===== config.mk =====
export PLATFORM = sky130hd
export DESIGN_NAME = sqrt_pipe
export DESIGN_NICKNAME = d
export VERILOG_FILES = /design/src/rtl/sqrt_pipe.sv
export SDC_FILE = /design/constraint.sdc
export NUM_CORES = 2
export LEC_CHECK = 0
export ABC_AREA = 1
export BUFFER_PORTS_ARGS = -buffer_cell sky130_fd_sc_hd__clkbuf_2
export CAP_MARGIN = 20
export CORE_ASPECT_RATIO = 1.5
export CORE_MARGIN = 3
export CORE_UTILIZATION = 55
export CTS_CLUSTER_SIZE = 12
export DETAILED_ROUTE_END_ITERATION = 7
export PLACE_DENSITY = 0.74
export SYNTH_ARGS = -nofsm -noshare
export SYNTH_HDL_FRONTEND = slang
export SYNTH_SLANG_ARGS = --single-unit

===== constraint.sdc =====
create_clock -name clk -period 3.95 [get_ports clk]
set_clock_uncertainty 0.05 [all_clocks]
set_input_delay 0.1975 -clock clk [delete_from_list [all_inputs] [get_ports clk]]
set_output_delay 0.1975 -clock clk [all_outputs]
set_load 0.005 [all_outputs]

===== src/rtl/sqrt_pipe.sv =====
// sqrt_pipe: fully pipelined integer square root, y = floor(sqrt(x)).
// One result bit per stage (YW = XW/2 stages), one operand per clock,
// valid/ready handshake on both sides with a global stall on back-pressure.
// Optional feature macro SQRT_REM_EN: adds the rem = x - y*y output port.
module sqrt_pipe #(
    parameter int XW = 32,
    localparam int YW = XW / 2
) (
    input  logic          clk,
    input  logic          rst_n,
    input  logic          vld_in,
    output logic          rdy_in,
    input  logic [XW-1:0] x,
    output logic          vld_out,
    input  logic          rdy_out,
    output logic [YW-1:0] y
`ifdef SQRT_REM_EN
    ,
    output logic [YW:0]   rem
`endif
);

    logic stall;

    // A held result freezes the whole pipe, so nothing can overtake or be dropped.
    assign stall  = vld_out && !rdy_out;
    assign rdy_in = !stall;

    for (genvar k = 0; k < YW; k++) begin : g_stage
        logic          vld_r;
        logic [YW:0]   r_r;
        logic [YW-1:0] q_r;
        logic [XW-1:0] xs_r;

        logic          sv;
        logic [YW:0]   sr;
        logic [YW-1:0] sq;
        logic [XW-1:0] sx;
        logic [YW+1:0] rp;
        logic [YW+1:0] t;

        if (k == 0) begin : g_src
            assign sv = vld_in;
            assign sr = '0;
            assign sq = '0;
            assign sx = x;
        end else begin : g_src
            assign sv = g_stage[k-1].vld_r;
            assign sr = g_stage[k-1].r_r;
            assign sq = g_stage[k-1].q_r;
            assign sx = g_stage[k-1].xs_r;
        end

        // Entering any stage r <= 2*q < 2^YW, so r[YW] is always zero here and
        // the partial remainder fits YW+2 bits; the MSB of t is the borrow.
        assign rp = {sr[YW-1:0], sx[XW-1:XW-2]};
        assign t  = rp - {sq, 2'b01};

        // Stage register: one restoring root-digit step, frozen while stalled.
        always_ff @(posedge clk or negedge rst_n) begin
            if (!rst_n) begin
                vld_r <= 1'b0;
                r_r   <= '0;
                q_r   <= '0;
                xs_r  <= '0;
            end else if (!stall) begin
                vld_r <= sv;
                xs_r  <= {sx[XW-3:0], 2'b00};
                if (t[YW+1]) begin
                    r_r <= rp[YW:0];
                    q_r <= {sq[YW-2:0], 1'b0};
                end else begin
                    r_r <= t[YW:0];
                    q_r <= {sq[YW-2:0], 1'b1};
                end
            end
        end
    end

    assign vld_out = g_stage[YW-1].vld_r;
    assign y       = g_stage[YW-1].q_r;
`ifdef SQRT_REM_EN
    assign rem     = g_stage[YW-1].r_r;
`endif

endmodule


==> results.toml <==
[place]
hpwlAfterDp_mm = 62.2
placed_cells_incl_taps = 5765
port-buffer-count = 53
gp_congestion = 0.954

[synthesis]
number_of_synthesized_register_bits = 608
ys.flop_type = "sky130_fd_sc_hd__dfrtp_1"
syn-mean-instance-area_um2 = 7.01
synth_edf_count = 0
post_synth_inst_count = 5027
synth_top_family_by_area = "simple AND/OR/NAND/NOR gates"
synth.top_cell.area_share_pct = 43.1
synthTopCellsByArea = "sky130_fd_sc_hd__dfrtp_1, sky130_fd_sc_hd__nand2_1, sky130_fd_sc_hd__inv_1"
synth_fp_nets = 5198
yosys.area_share.xor_xnor_pct = 2.04
synthAdderAreaFrac_pct = 4.79
synth_compound_area_share_pct = 5.23
netlist.top_cell.by_area = "sky130_fd_sc_hd__dfrtp_1"
muxShareOfSynthArea_pct = 0
synth_simple_gate_area_share_pct = 36.1
asyncSetResetFlopFracSynth_pct = 100
synthDistinctLibCells = 44
synth-seq-area-share_pct = 43.1
ys_warn_count = 0
syn-cell-area_mm2 = 0.0353

[detailed_routing]
met2_length_mm = 44.3
top_layer = "met4"
wl_met3_mm = 2.55
routedWlPerCell_um = 14.6
number_of_drc_violations_after_detailed_routing_iteration_0 = 1885
vias_per_cell = 5.18
total_length_of_routed_wires_mm = 86.2
drt_drc_violations_left = 0
drt-pass1-iter-count = 7
routed-via-count = 30600
route.layer.met1.wl_mm = 34.9
drt.antenna.violating_nets = 0

[floorplanning]
io_pins = 54
chipWidth_um = 213
dieArea_mm2 = 0.0673
die_span_in_y_um = 316
floorplan.initialDensity_pct = 55.7
core_region_area_mm2 = 0.0633
fp-row-count = 113

[final_layout]
synthToLayoutAreaGrowth_pct = 8.86
finish.net_count = 5230
antenna_cells_inserted = 0
num-fill-cells = 5981
layout.cells.non_filler = 5895
layout-drive-gt1-share_pct = 5.03

[sta]
report.final.setup_viol = 0
worst_pin_slew_ns = 1.09
finalHoldViolations = 0
final_max_slew_viol_count = 0
worst_slew_margin_rel_pct = 27.5
rsz0062_at_grt = "false"
finalSetupTns_ns = 0
max_freq_mhz = 399
layout_min_cycle_time_ns = 2.51
min_period_over_period_pct = 63.4

[global_route]
grt_remaining_overflow = 0
pin_count_of_the_biggest_net_entering_global_routing = 248
grt_antenna_before_repair = 0
first_global_vias = 29600
global_route.usage.total_pct = 26.0
global_route_wire_length_before_repair_mm = 144

[clock_network]
number_of_levels_the_h_tree_was_split_into = 2
num_cts_buffers = 60
max_buffers_root_to_sink = 3
clk-insertion-delay-late_ns = 0.66
post-cts-setup-buffer-count = 0
cts-resized-gates = 0
tritoncts_num_sinks = 608
cts_hold_buffers = 37
ctsRootBufferMaster = "sky130_fd_sc_hd__clkbuf_16"
path_clk_slew_ns = 0.06
tritoncts_clock_tree = "done"

[setup_path]
critical_path_at_ns = 2.26
cp.depth = 5
crit_path_top_delay_cell = "sky130_fd_sc_hd__inv_8"
number_of_cells_on_the_worst_reg_to_reg_path = 7
critical_path.max_fanout = 120
cpLargestDelayFamily = "buffers and inverters"
critical_path.endpoint_type = "output port"
critPathKind = "flip-flop to output port"
timing.critical_path.buf_inv = 4
crit_path_cell_trace = "inv_1 -> nor2_4 -> inv_8 -> buf_12 -> clkbuf_2"
worst_r2r_startpoint = "vld_out"
timing.critical_path.to = "rdy_in"
cp_slowest_stage_delay_ns = 0.50
worst_setup_path_startpoint = "vld_out"
required_ns = 3.70
worst_r2r_dst = "g_stage[0].q_r[0]"
crit_path_start_kind = "flip-flop"
timing.reg2reg.setup_slack_ns = 1.46

[run_status]
status = "finished clean"

[job]
max_cap_viol_count = 0

[min_path]
hold_path.class = "input port to asynchronous set/reset pin"
==> cell families (layout without fill, tap and decap cells) <==
| group | Yosys count | after routing |
|---|---|---|
| flops | 608 | 608 |
| buf+inv | 780 | 843 |
| compound gates | 342 | 342 |
| fa+ha+maj | 135 | 135 |
| xor+xnor | 82 | 82 |
| simple gates | 3080 | 3080 |
==> cell type report <==
| class | count | area, µm² | area share, % |
|---|---|---|---|
| Clock inverter | 9 | 124 | 0.323 |
| Clock buffer | 84 | 1650 | 4.31 |
| Inverter | 630 | 2370 | 6.18 |
| Timing Repair Buffer | 120 | 1020 | 2.66 |
| Sequential cell | 608 | 15200 | 39.6 |
| Multi-Input combinational cell | 3639 | 17000 | 44.3 |
| Tap cell | 805 | 1010 | 2.62 |
==> worst reg2reg max path, delay by kind of cell (launching register included) <==
kind                   cells  cell delay (ns)
and+or+nand+nor            1             0.10
AOI/OAI and AO/OA          2             0.20
DFF                        1             0.38
buffers and inverters      4             1.69
==> per-layer routing <==
layer / vias to the layer above / GRT usage [%]
met5: - / 0
met4: 0 / 12.3
met3: 256 / 2.82
met2: 553 / 47.2
met1: 14100 / 30.5
li1: 15700 / -
==> cell usage in the layout, fill, tap and decap left out, types with 5 or more instances in the layout <==
| cell | count |
|---|---|
| sky130_fd_sc_hd__nand2_1 | 2265 |
| sky130_fd_sc_hd__inv_1 | 627 |
| sky130_fd_sc_hd__dfrtp_1 | 608 |
| sky130_fd_sc_hd__nand3_1 | 425 |
| sky130_fd_sc_hd__o21ai_0 | 214 |
| sky130_fd_sc_hd__nor2_1 | 189 |
| sky130_fd_sc_hd__ha_1 | 135 |
| sky130_fd_sc_hd__a21oi_1 | 69 |
| sky130_fd_sc_hd__xor2_1 | 64 |
| sky130_fd_sc_hd__clkbuf_16 | 61 |
| sky130_fd_sc_hd__nand4_1 | 56 |
| sky130_fd_sc_hd__clkbuf_2 | 52 |
| sky130_fd_sc_hd__nand2_2 | 42 |
| sky130_fd_sc_hd__dlygate4sd3_1 | 37 |
| sky130_fd_sc_hd__nor3_1 | 31 |
| sky130_fd_sc_hd__o21bai_1 | 22 |
| sky130_fd_sc_hd__nand3_2 | 19 |
| sky130_fd_sc_hd__clkbuf_1 | 19 |
| sky130_fd_sc_hd__xnor2_1 | 18 |
| sky130_fd_sc_hd__buf_4 | 18 |
| sky130_fd_sc_hd__nand3b_1 | 17 |
| sky130_fd_sc_hd__nand2_4 | 14 |
| sky130_fd_sc_hd__o21ai_1 | 12 |
| sky130_fd_sc_hd__buf_12 | 12 |
| sky130_fd_sc_hd__a21oi_2 | 7 |
| sky130_fd_sc_hd__nor2_2 | 7 |
| sky130_fd_sc_hd__and2_1 | 6 |
| sky130_fd_sc_hd__a21o_1 | 5 |
| sky130_fd_sc_hd__clkinv_2 | 5 |
==> through the flow <==
stage | hold slack [ns] | worst slack, ns | utilization (%) | area, µm²
3_5_place_dp | 0.249 | 1.54 | 57.2 | 36200
4_1_cts | 0.165 | 1.34 | 60.6 | 38400
3_3_place_gp | 0.243 | 1.59 | 57.2 | 36200
6_report | 0.155 | 1.44 | 60.6 | 38400
2_1_floorplan | -0.148 | 2.04 | - | 35300
5_1_grt | 0.208 | 1.24 | 60.6 | 38400
==> worst min path at each step <==
| stage | start | endpoint | slack (ns) | depth (start not counted) |
|---|---|---|---|---|
| 2_1_floorplan | rst_n | g_stage[0].q_r[0] | -0.15 | 0 |
| 3_3_place_gp | rst_n | g_stage[11].q_r[9] | 0.24 | 1 |
| 6_report | rst_n | g_stage[10].r_r[14] | 0.16 | 2 |
| 3_5_place_dp | rst_n | g_stage[10].r_r[14] | 0.25 | 1 |
| 5_1_grt | rst_n | g_stage[8].r_r[10] | 0.21 | 2 |
| 4_1_cts | rst_n | g_stage[8].r_r[10] | 0.16 | 2 |
==> state kept, by name, summed over array words and instances, names as in the netlist, 10 cells and up <==
| register | cells |
|---|---|
| g_stage.sx | 12 |
| g_stage.q_r | 110 |
| g_stage.vld_r | 14 |
| g_stage.sq | 10 |
| g_stage.sr | 16 |
| g_stage.r_r | 200 |
| g_stage.xs_r | 228 |
| y | 16 |
==> synthesized netlist by cell type (17+ instances only) <==
cell,instances
sky130_fd_sc_hd__nand2_1,2265
sky130_fd_sc_hd__xor2_1,64
sky130_fd_sc_hd__nand4_1,56
sky130_fd_sc_hd__ha_1,135
sky130_fd_sc_hd__nand3b_1,17
sky130_fd_sc_hd__xnor2_1,18
sky130_fd_sc_hd__inv_1,627
sky130_fd_sc_hd__nand3_2,19
sky130_fd_sc_hd__nand2_2,42
sky130_fd_sc_hd__dfrtp_1,608
sky130_fd_sc_hd__clkbuf_1,95
sky130_fd_sc_hd__o21ai_0,214
sky130_fd_sc_hd__nand3_1,425
sky130_fd_sc_hd__a21oi_1,69
sky130_fd_sc_hd__o21bai_1,22
sky130_fd_sc_hd__buf_2,39
sky130_fd_sc_hd__nor2_1,190
sky130_fd_sc_hd__nor3_1,31
Power is not shown: default switching activity piles up to over one toggle a cycle in this logic, so the estimate is an artifact.
